### src/rtl/timer_counter_pkg.sv
// Shared definitions for the memory-mapped down-counting timer:
// FSM state encodings, register word offsets and CTRL bit positions.
package timer_counter_pkg;

    // FSM state encodings (2-bit)
    localparam logic [1:0] ST_IDLE = 2'd0;
    localparam logic [1:0] ST_LOAD = 2'd1;
    localparam logic [1:0] ST_CNT  = 2'd2;
    localparam logic [1:0] ST_INT  = 2'd3;

    // Register word offsets, decoded from Addr[3:2]
    localparam logic [1:0] OFF_CTRL   = 2'd0;
    localparam logic [1:0] OFF_PRESET = 2'd1;
    localparam logic [1:0] OFF_COUNT  = 2'd2;

    // CTRL register layout
    localparam int CTRL_W       = 4;
    localparam int CTRL_EN      = 0;
    localparam int CTRL_MODE_LO = 1;
    localparam int CTRL_MODE_HI = 2;
    localparam int CTRL_IM      = 3;

    // MODE encodings: only 01 reloads, everything else behaves as one-shot
    localparam logic [1:0] MODE_ONESHOT = 2'b00;
    localparam logic [1:0] MODE_AUTO    = 2'b01;

    function automatic logic is_auto_reload(input logic [1:0] mode);
        return (mode == MODE_AUTO);
    endfunction

endpackage

### src/rtl/timer_counter.sv
// Memory-mapped down-counting timer with one-shot / auto-reload modes and a
// maskable interrupt. Three registers (CTRL, PRESET, COUNT) on word offsets
// Addr[3:2]; the address-hit qualification of WE is done outside this block.
module timer_counter
    import timer_counter_pkg::*;
#(
    parameter int CNT_W = 32
) (
    input  logic        clk,
    input  logic        reset,
    input  logic [29:0] Addr,
    input  logic        WE,
    input  logic [31:0] Din,
    output logic [31:0] Dout,
    output logic        IRQ
);

    logic [1:0]        r_state;
    logic [1:0]        w_state;
    logic [CTRL_W-1:0] r_ctrl;
    logic [CTRL_W-1:0] w_ctrl;
    logic [CNT_W-1:0]  r_preset;
    logic [CNT_W-1:0]  w_preset;
    logic [CNT_W-1:0]  r_count;
    logic [CNT_W-1:0]  w_count;
    logic              r_irq_flag;
    logic              w_irq_flag;

    logic [1:0]        w_off;
    logic              w_wr_ctrl;
    logic              w_wr_preset;
    logic              w_unused_addr;

    assign w_off         = Addr[3:2];
    assign w_wr_ctrl     = WE && (w_off == OFF_CTRL);
    assign w_wr_preset   = WE && (w_off == OFF_PRESET);
    // Only the word offset is decoded; the remaining address bits are ignored.
    assign w_unused_addr = ^{Addr[29:4], Addr[1:0]};

    // Next-state logic: FSM update first, then bus writes override (bus wins on CTRL.EN)
    always_comb begin
        w_state    = r_state;
        w_ctrl     = r_ctrl;
        w_preset   = r_preset;
        w_count    = r_count;
        w_irq_flag = r_irq_flag;

        case (r_state)
            ST_IDLE: begin
                if (r_ctrl[CTRL_EN]) begin
                    w_state = ST_LOAD;
                end
            end
            ST_LOAD: begin
                w_count    = r_preset;
                w_irq_flag = 1'b0;
                w_state    = ST_CNT;
            end
            ST_CNT: begin
                if (!r_ctrl[CTRL_EN]) begin
                    w_state = ST_IDLE;
                end else if (r_count > CNT_W'(1)) begin
                    w_count = r_count - CNT_W'(1);
                end else begin
                    // PRESET of 0 or 1 both land here, so COUNT never wraps
                    w_count    = '0;
                    w_irq_flag = 1'b1;
                    w_state    = ST_INT;
                end
            end
            ST_INT: begin
                if (is_auto_reload(r_ctrl[CTRL_MODE_HI:CTRL_MODE_LO])) begin
                    // EN stays set, so IDLE relaunches: IRQ is a one-cycle pulse
                    w_irq_flag = 1'b0;
                end else begin
                    w_ctrl[CTRL_EN] = 1'b0;
                end
                w_state = ST_IDLE;
            end
            default: begin
                w_state = ST_IDLE;
            end
        endcase

        // Any write to CTRL or PRESET acknowledges a pending interrupt
        if (w_wr_ctrl) begin
            w_ctrl     = Din[CTRL_W-1:0];
            w_irq_flag = 1'b0;
        end
        if (w_wr_preset) begin
            w_preset   = Din[CNT_W-1:0];
            w_irq_flag = 1'b0;
        end
    end

    // State registers with synchronous reset
    always_ff @(posedge clk) begin
        if (reset) begin
            r_state    <= ST_IDLE;
            r_ctrl     <= '0;
            r_preset   <= '0;
            r_count    <= '0;
            r_irq_flag <= 1'b0;
        end else begin
            r_state    <= w_state;
            r_ctrl     <= w_ctrl;
            r_preset   <= w_preset;
            r_count    <= w_count;
            r_irq_flag <= w_irq_flag;
        end
    end

    // Combinational read mux; narrower registers are zero-extended
    always_comb begin
        case (w_off)
            OFF_CTRL:   Dout = 32'(r_ctrl);
            OFF_PRESET: Dout = 32'(r_preset);
            OFF_COUNT:  Dout = 32'(r_count);
            default:    Dout = 32'd0;
        endcase
    end

    assign IRQ = r_ctrl[CTRL_IM] & r_irq_flag;

endmodule

### config.mk
export PLATFORM = sky130hd
export DESIGN_NAME = timer_counter
export DESIGN_NICKNAME = d
export VERILOG_FILES = /design/src/rtl/timer_counter_pkg.sv /design/src/rtl/timer_counter.sv
export SDC_FILE = /design/constraint.sdc
export NUM_CORES = 1
export LEC_CHECK = 0
export BUFFER_PORTS_ARGS = -buffer_cell sky130_fd_sc_hd__clkbuf_2
export CORE_MARGIN = 2
export CORE_UTILIZATION = 58
export DETAILED_ROUTE_END_ITERATION = 16
export GPL_TIMING_DRIVEN = 1
export PLACE_DENSITY = 0.85
export SLEW_MARGIN = 20
export SYNTH_ARGS = -nofsm -noshare
export SYNTH_HDL_FRONTEND = slang
export SYNTH_SLANG_ARGS = --single-unit
### constraint.sdc
create_clock -name clk -period 5.62 [get_ports clk]
set_clock_uncertainty 0.15 [all_clocks]
set_input_delay 0.562 -clock clk [delete_from_list [all_inputs] [get_ports clk]]
set_output_delay 0.562 -clock clk [all_outputs]
set_load 0.005 [all_outputs]
* Yosys cells after proc, flatten, opt, wreduce, memory -nomap -nowiden
Cells that the tools add are included.
Operators by class: add/subtract/negate cells 1, magnitude comparators 1, equality and inequality tests 12, mux-type cells 15, bitwise gates (word level) 1, reduce and logical (&&, ||, !) cells 12
Operators by type and width (count):
- case mux 32 bit (3 select lines) | 1
- two-way mux 32 bit | 2
- case mux 32 bit (2 select lines) | 1
- > comparator 32 x 1 -> 1 bit (second input constant) | 1
- subtractor 32 x 1 -> 32 bit (second input constant) | 1
- inequality test 2 bit (second input constant) | 5
- case mux 2 bit (4 select lines) | 1
- == test 2 x 1 -> 1 bit (second input constant) | 3
- == test 2 bit (second input constant) | 3
- two-way mux 1 bit | 6
- two-way mux 2 bit | 3
- AND reduction 2 bit | 3
- logical NOT 2 bit | 2
- AND reduction 4 bit | 1
- nonzero test 2 bit | 2
- inequality test 3 bit (second input constant) | 1
- case mux 1 bit (3 select lines) | 1
- nonzero test 3 bit | 1
- OR reduction 3 bit | 1
- logical AND 1 bit | 2
- AND 1 bit | 1
Storage, ports and cells: bits in registers 71, input port bits 65, word-level logic and storage cells 48

* Logic depth before layout (Yosys ltp)
word-level depth 4, depth in mapped cells 9, mapped depth without buffers 7

* Worst setup path before layout
Ideal clock, no wire load.
path type register to register, start point register r_count[18], end point register r_count[25], arrival time 2286 ps, setup slack 3106 ps, cell stages (with the launch flop) 8, path buffers 2, period minus slack after synthesis 2514 ps, cells stage by stage dfxtp_1 > clkbuf_1 > or4_1 > clkbuf_1 > or4_4 > nor4_1 > mux2_2 > nor3_1
On the way: longest elaborated chain between the ends 4, elaborated cells on any way between the ends 5, those cells by class add/sub: 1; order compare: 1; mux: 3
RTL lines:
- from (decl) | RTL line timer_counter.sv:24 | logic [CNT_W-1:0] r_count;
- from (signal assigned) | RTL line timer_counter.sv:108 | r_count <= w_count;
- subtractor 32 x 1 -> 32 bit or > comparator 32 x 1 -> 1 bit (tied branches) | RTL line timer_counter.sv:63, timer_counter.sv:62
- two-way mux 32 bit (*) | RTL line timer_counter.sv:62 | end else if (r_count > CNT_W'(1)) begin
- two-way mux 32 bit (*) | RTL line timer_counter.sv:60 | if (!r_ctrl[CTRL_EN]) begin
- case mux 32 bit (2 select lines) (*) | RTL line timer_counter.sv:48 | case (r_state)
Every way passes the cells marked *; elsewhere a longest branch is shown, timed or not. The select of a mux whose other input is x is not followed. A chain may end at the register's enable or synchronous reset.

* Worst setup path after layout
start point register r_count[10], end point register r_count[30]
Same word-level chain as after synthesis.

==> metrics.md <==
| Metric | Value |
|---|---|
| WP data arrival | `2.94 ns` |
| Ys async rst share | `0` |
| Area growth syn-to-layout | `13.3%` |
| Pins Over Slew Limit | `0` |
| R2R Path Start | `r_count[10]` |
| CTS-repair resized insts | `0` |
| Die area | `7760 µm²` |
| Placement Setup Slack | `2.86 ns` |
| GRT Overall Usage | `0.304` |
| Worst-Margin Slew | `1.04 ns` |
| Via density | `6.27` |
| Worst EP required | `5.68 ns` |
| Predominant post-synthesis flop cell | `dfxtp_1` |
| Initial Utilization | `0.600` |
| Root buffer cell | `clkbuf_8` |
| Critical path origin | `r_count[10]` |
| Maximum VDD drop | `about 0.2 mV` |
| Fill count | `596` |
| DR iter-0 viols | `449` |
| Area contributors post-synth | `dfxtp_1, nand2_1, a21oi_1, a22o_1, o21ai_0` |
| Nets | `656` |
| Syn_nets | `616` |
| Final ANT Viol Nets | `0` |
| Main combinational cell family by area after synthesis | `compound AO/OA/AOI/OAI gates` |
| Clock Path Buffers | `2` |
| Clock transition at path regs | `0.08 ns` |
| Max-Cap Viols | `0` |
| Post-Synth XOR/XNOR Area | `0.00427` |
| Setup_tns | `0 ns` |
| CTS Sinks | `71` |
| CP Capture Type | `register` |
| First-pass GRT wire length | `18.6 mm` |
| Gate Count Post-Synth | `544` |
| Max Freq | `347 MHz` |
| Post-DP HPWL | `7.66 mm` |
| R2r endpoint | `r_count[30]` |
| Post-synth EDFFs | `0` |
| Initial antenna violation count | `0` |
| Final setup margin | `2.74 ns` |
| FF+latch count, synth | `71` |
| Crit Path Category | `register to register` |
| Hold path cells | `3` |
| CTS Buf Count | `9` |
| Area share of the largest cell type after synthesis | `0.347` |
| Final min period | `2.88 ns` |
| Synth Area in Compound Gates | `0.278` |
| Die H | `88.1 µm` |
| Die Width | `88.1 µm` |
| Status | `finished clean` |
| DRT Wirelength | `11.6 mm` |
| Hold Fails Final Rpt | `0` |
| Grt total ovfl | `0` |
| Design area | `4650 µm²` |
| Hold Crit Endpoint | `r_preset[4]` |
| Worst skew pair latency | `0.36 ns` |
| Slew headroom | `0.304` |
| CP Launch Type | `register` |
| Residual DRC | `0` |
| Post-synth cell types | `58` |
| Setup bufs post-CTS | `0` |
| R2R Setup Slk | `between 2 and 3 ns` |
| Hold-fix buffers at CTS | `0` |
| Layout cells sized above 1 | `0.183` |
| Hold path startpoint | `Din[4]` |
| Area after DPL | `4410 µm²` |
| Top-Level Pins | `98` |
| FF-to-FF path depth | `5` |
| ANT cells | `0` |
| I/O Buffers | `69` |
| Tcrit/Tclk final | `0.513` |
| Portion of netlist area occupied by mux cells | `0.0272` |
| Pwr/cell area | `563 nW/µm²` |
| Drt pass-1 iters | `5` |
| CTS tree | `yes` |
| Core area | `6830 µm²` |
| Fraction of the mapped netlist area in simple logic gates | `0.265` |
| Mapped Area | `~4100 µm²` |
| Pin count of the biggest net entering global routing | `44` |
| Sequential fraction of the synthesis area | `0.347` |
| Worst hold path class | `primary input to register` |
| Total number of vias | `4296` |
| Yosys warnings | `0` |
| Vias in the first global route | `3885` |
| Syn Area/Cell | `7.54 µm²` |
| H-tree Lvls | `3` |
| Lkg Pwr | `1.76 nW` |
| Routability cong. | `0.849` |
| Unrepaired setup endpoints after global routing | `false` |
| # rows | `30` |
| Post-Synth Adder-Cell Area | `0.0214` |
| Setup violators final | `0` |
| Yosys top cell by area | `dfxtp_1` |
| Routed WL per cell | `approximately 17 µm` |
| CP Max Fanout | `8` |
==> metal layers <==
layer | track usage | vias up | part of all wire
met5 | 0 | - | 0
met2 | 0.496 | 230 | 0.48
met1 | 0.417 | 1993 | 0.41
met4 | 0.102 | 0 | 0.019
li1 | - | 2043 | -
met3 | 0.0405 | 30 | 0.090
==> where the power goes <==
| part | internal (mW) | leakage (nW) | switching [mW] |
|---|---|---|---|
| logic | 0.487 | 1.06 | 0.876 |
| clock network | 0.274 | 0.120 | 0.202 |
| registers | 0.611 | 0.579 | 0.166 |
==> state kept, by name, indices dropped and copies added, names as in the netlist <==
signal,flops
r_count,32
r_state,2
r_preset,32
r_irq_flag,1
r_ctrl,4
==> final cells by class <==
cell class	count	area, µm²	share of cell area
multi-input combinational	419	2460	0.529
sequential	71	1420	0.306
timing repair buffer	74	383	0.0824
clock buffer	11	151	0.0326
tap	96	120	0.0258
clock inverter	5	78.8	0.0170
inverter	9	33.8	0.00727
==> cells in the mapped netlist (all sizes together), types with 2 or more instances <==
cell,count
a211o,2
a211oi,22
a21oi,58
a22o,28
a31oi,2
and2,4
and3,2
buf,6
clkbuf,39
dfxtp,71
ha,7
inv,9
mux2i,10
nand2,105
nand2b,4
nand3,8
nand3b,2
nand4,5
nor2,36
nor2b,7
nor3,13
nor3b,2
nor4,13
o21ai,40
o22ai,2
o31a,5
o31ai,5
o41ai,3
or2,3
or3,8
or4,8
==> cells in the final DEF, fill, tap and decap left out, types with 9 or more instances in the layout <==
master    Yosys  layout
a22o_1       28      28
nor2_1       36      36
clkbuf_8      0      11
nor4_1        9       9
nor3_1       12      12
o21ai_0      36      36
nand2_1     105     104
dfxtp_1      71      71
clkbuf_2      0      69
a21oi_1      57      57
a211oi_1     21      21
inv_1         9       9
mux2i_1      10      10
==> how the worst max path moves through the flow <==
stage | end | slack, ns | cells past startpoint
floorplan | r_count[25] | 3.11 | 7
global route | r_count[30] | 2.55 | 5
finish | r_count[30] | 2.74 | 5
detailed placement | r_count[30] | 2.86 | 5
CTS | r_count[30] | 2.80 | 5
global placement | Dout[30] | 2.70 | 4
==> logic make-up after synthesis <==
family / Yosys count
AOI/OAI and AO/OA: 176
xor gates and xnor gates: 2
adders and majority gates: 7
buffers and inverters: 54
DFF: 71
muxes: 11
and+or+nand+nor: 223
==> worst max-delay path, cell delays in order, from the launching register on <==
cell and delay, ns:
dfxtp_1 0.38, or4_1 0.67, nor3_1 0.52, nand4_1 0.38, o21bai_1 0.49, nor4_1 0.14
==> per-stage QoR <==
stage / hold WS [ns] / cells / power (mW) / util
3_3_place_gp: 0.306 / 669 / 2.04 / 0.645
2_1_floorplan: 0.282 / 544 / 1.85 / -
5_1_grt: 0.287 / 685 / 2.78 / 0.680
6_report: 0.269 / 685 / 2.62 / 0.680
4_1_cts: 0.274 / 685 / 2.57 / 0.680
3_5_place_dp: 0.313 / 669 / 2.09 / 0.646
(Power assumes the default switching activity.)
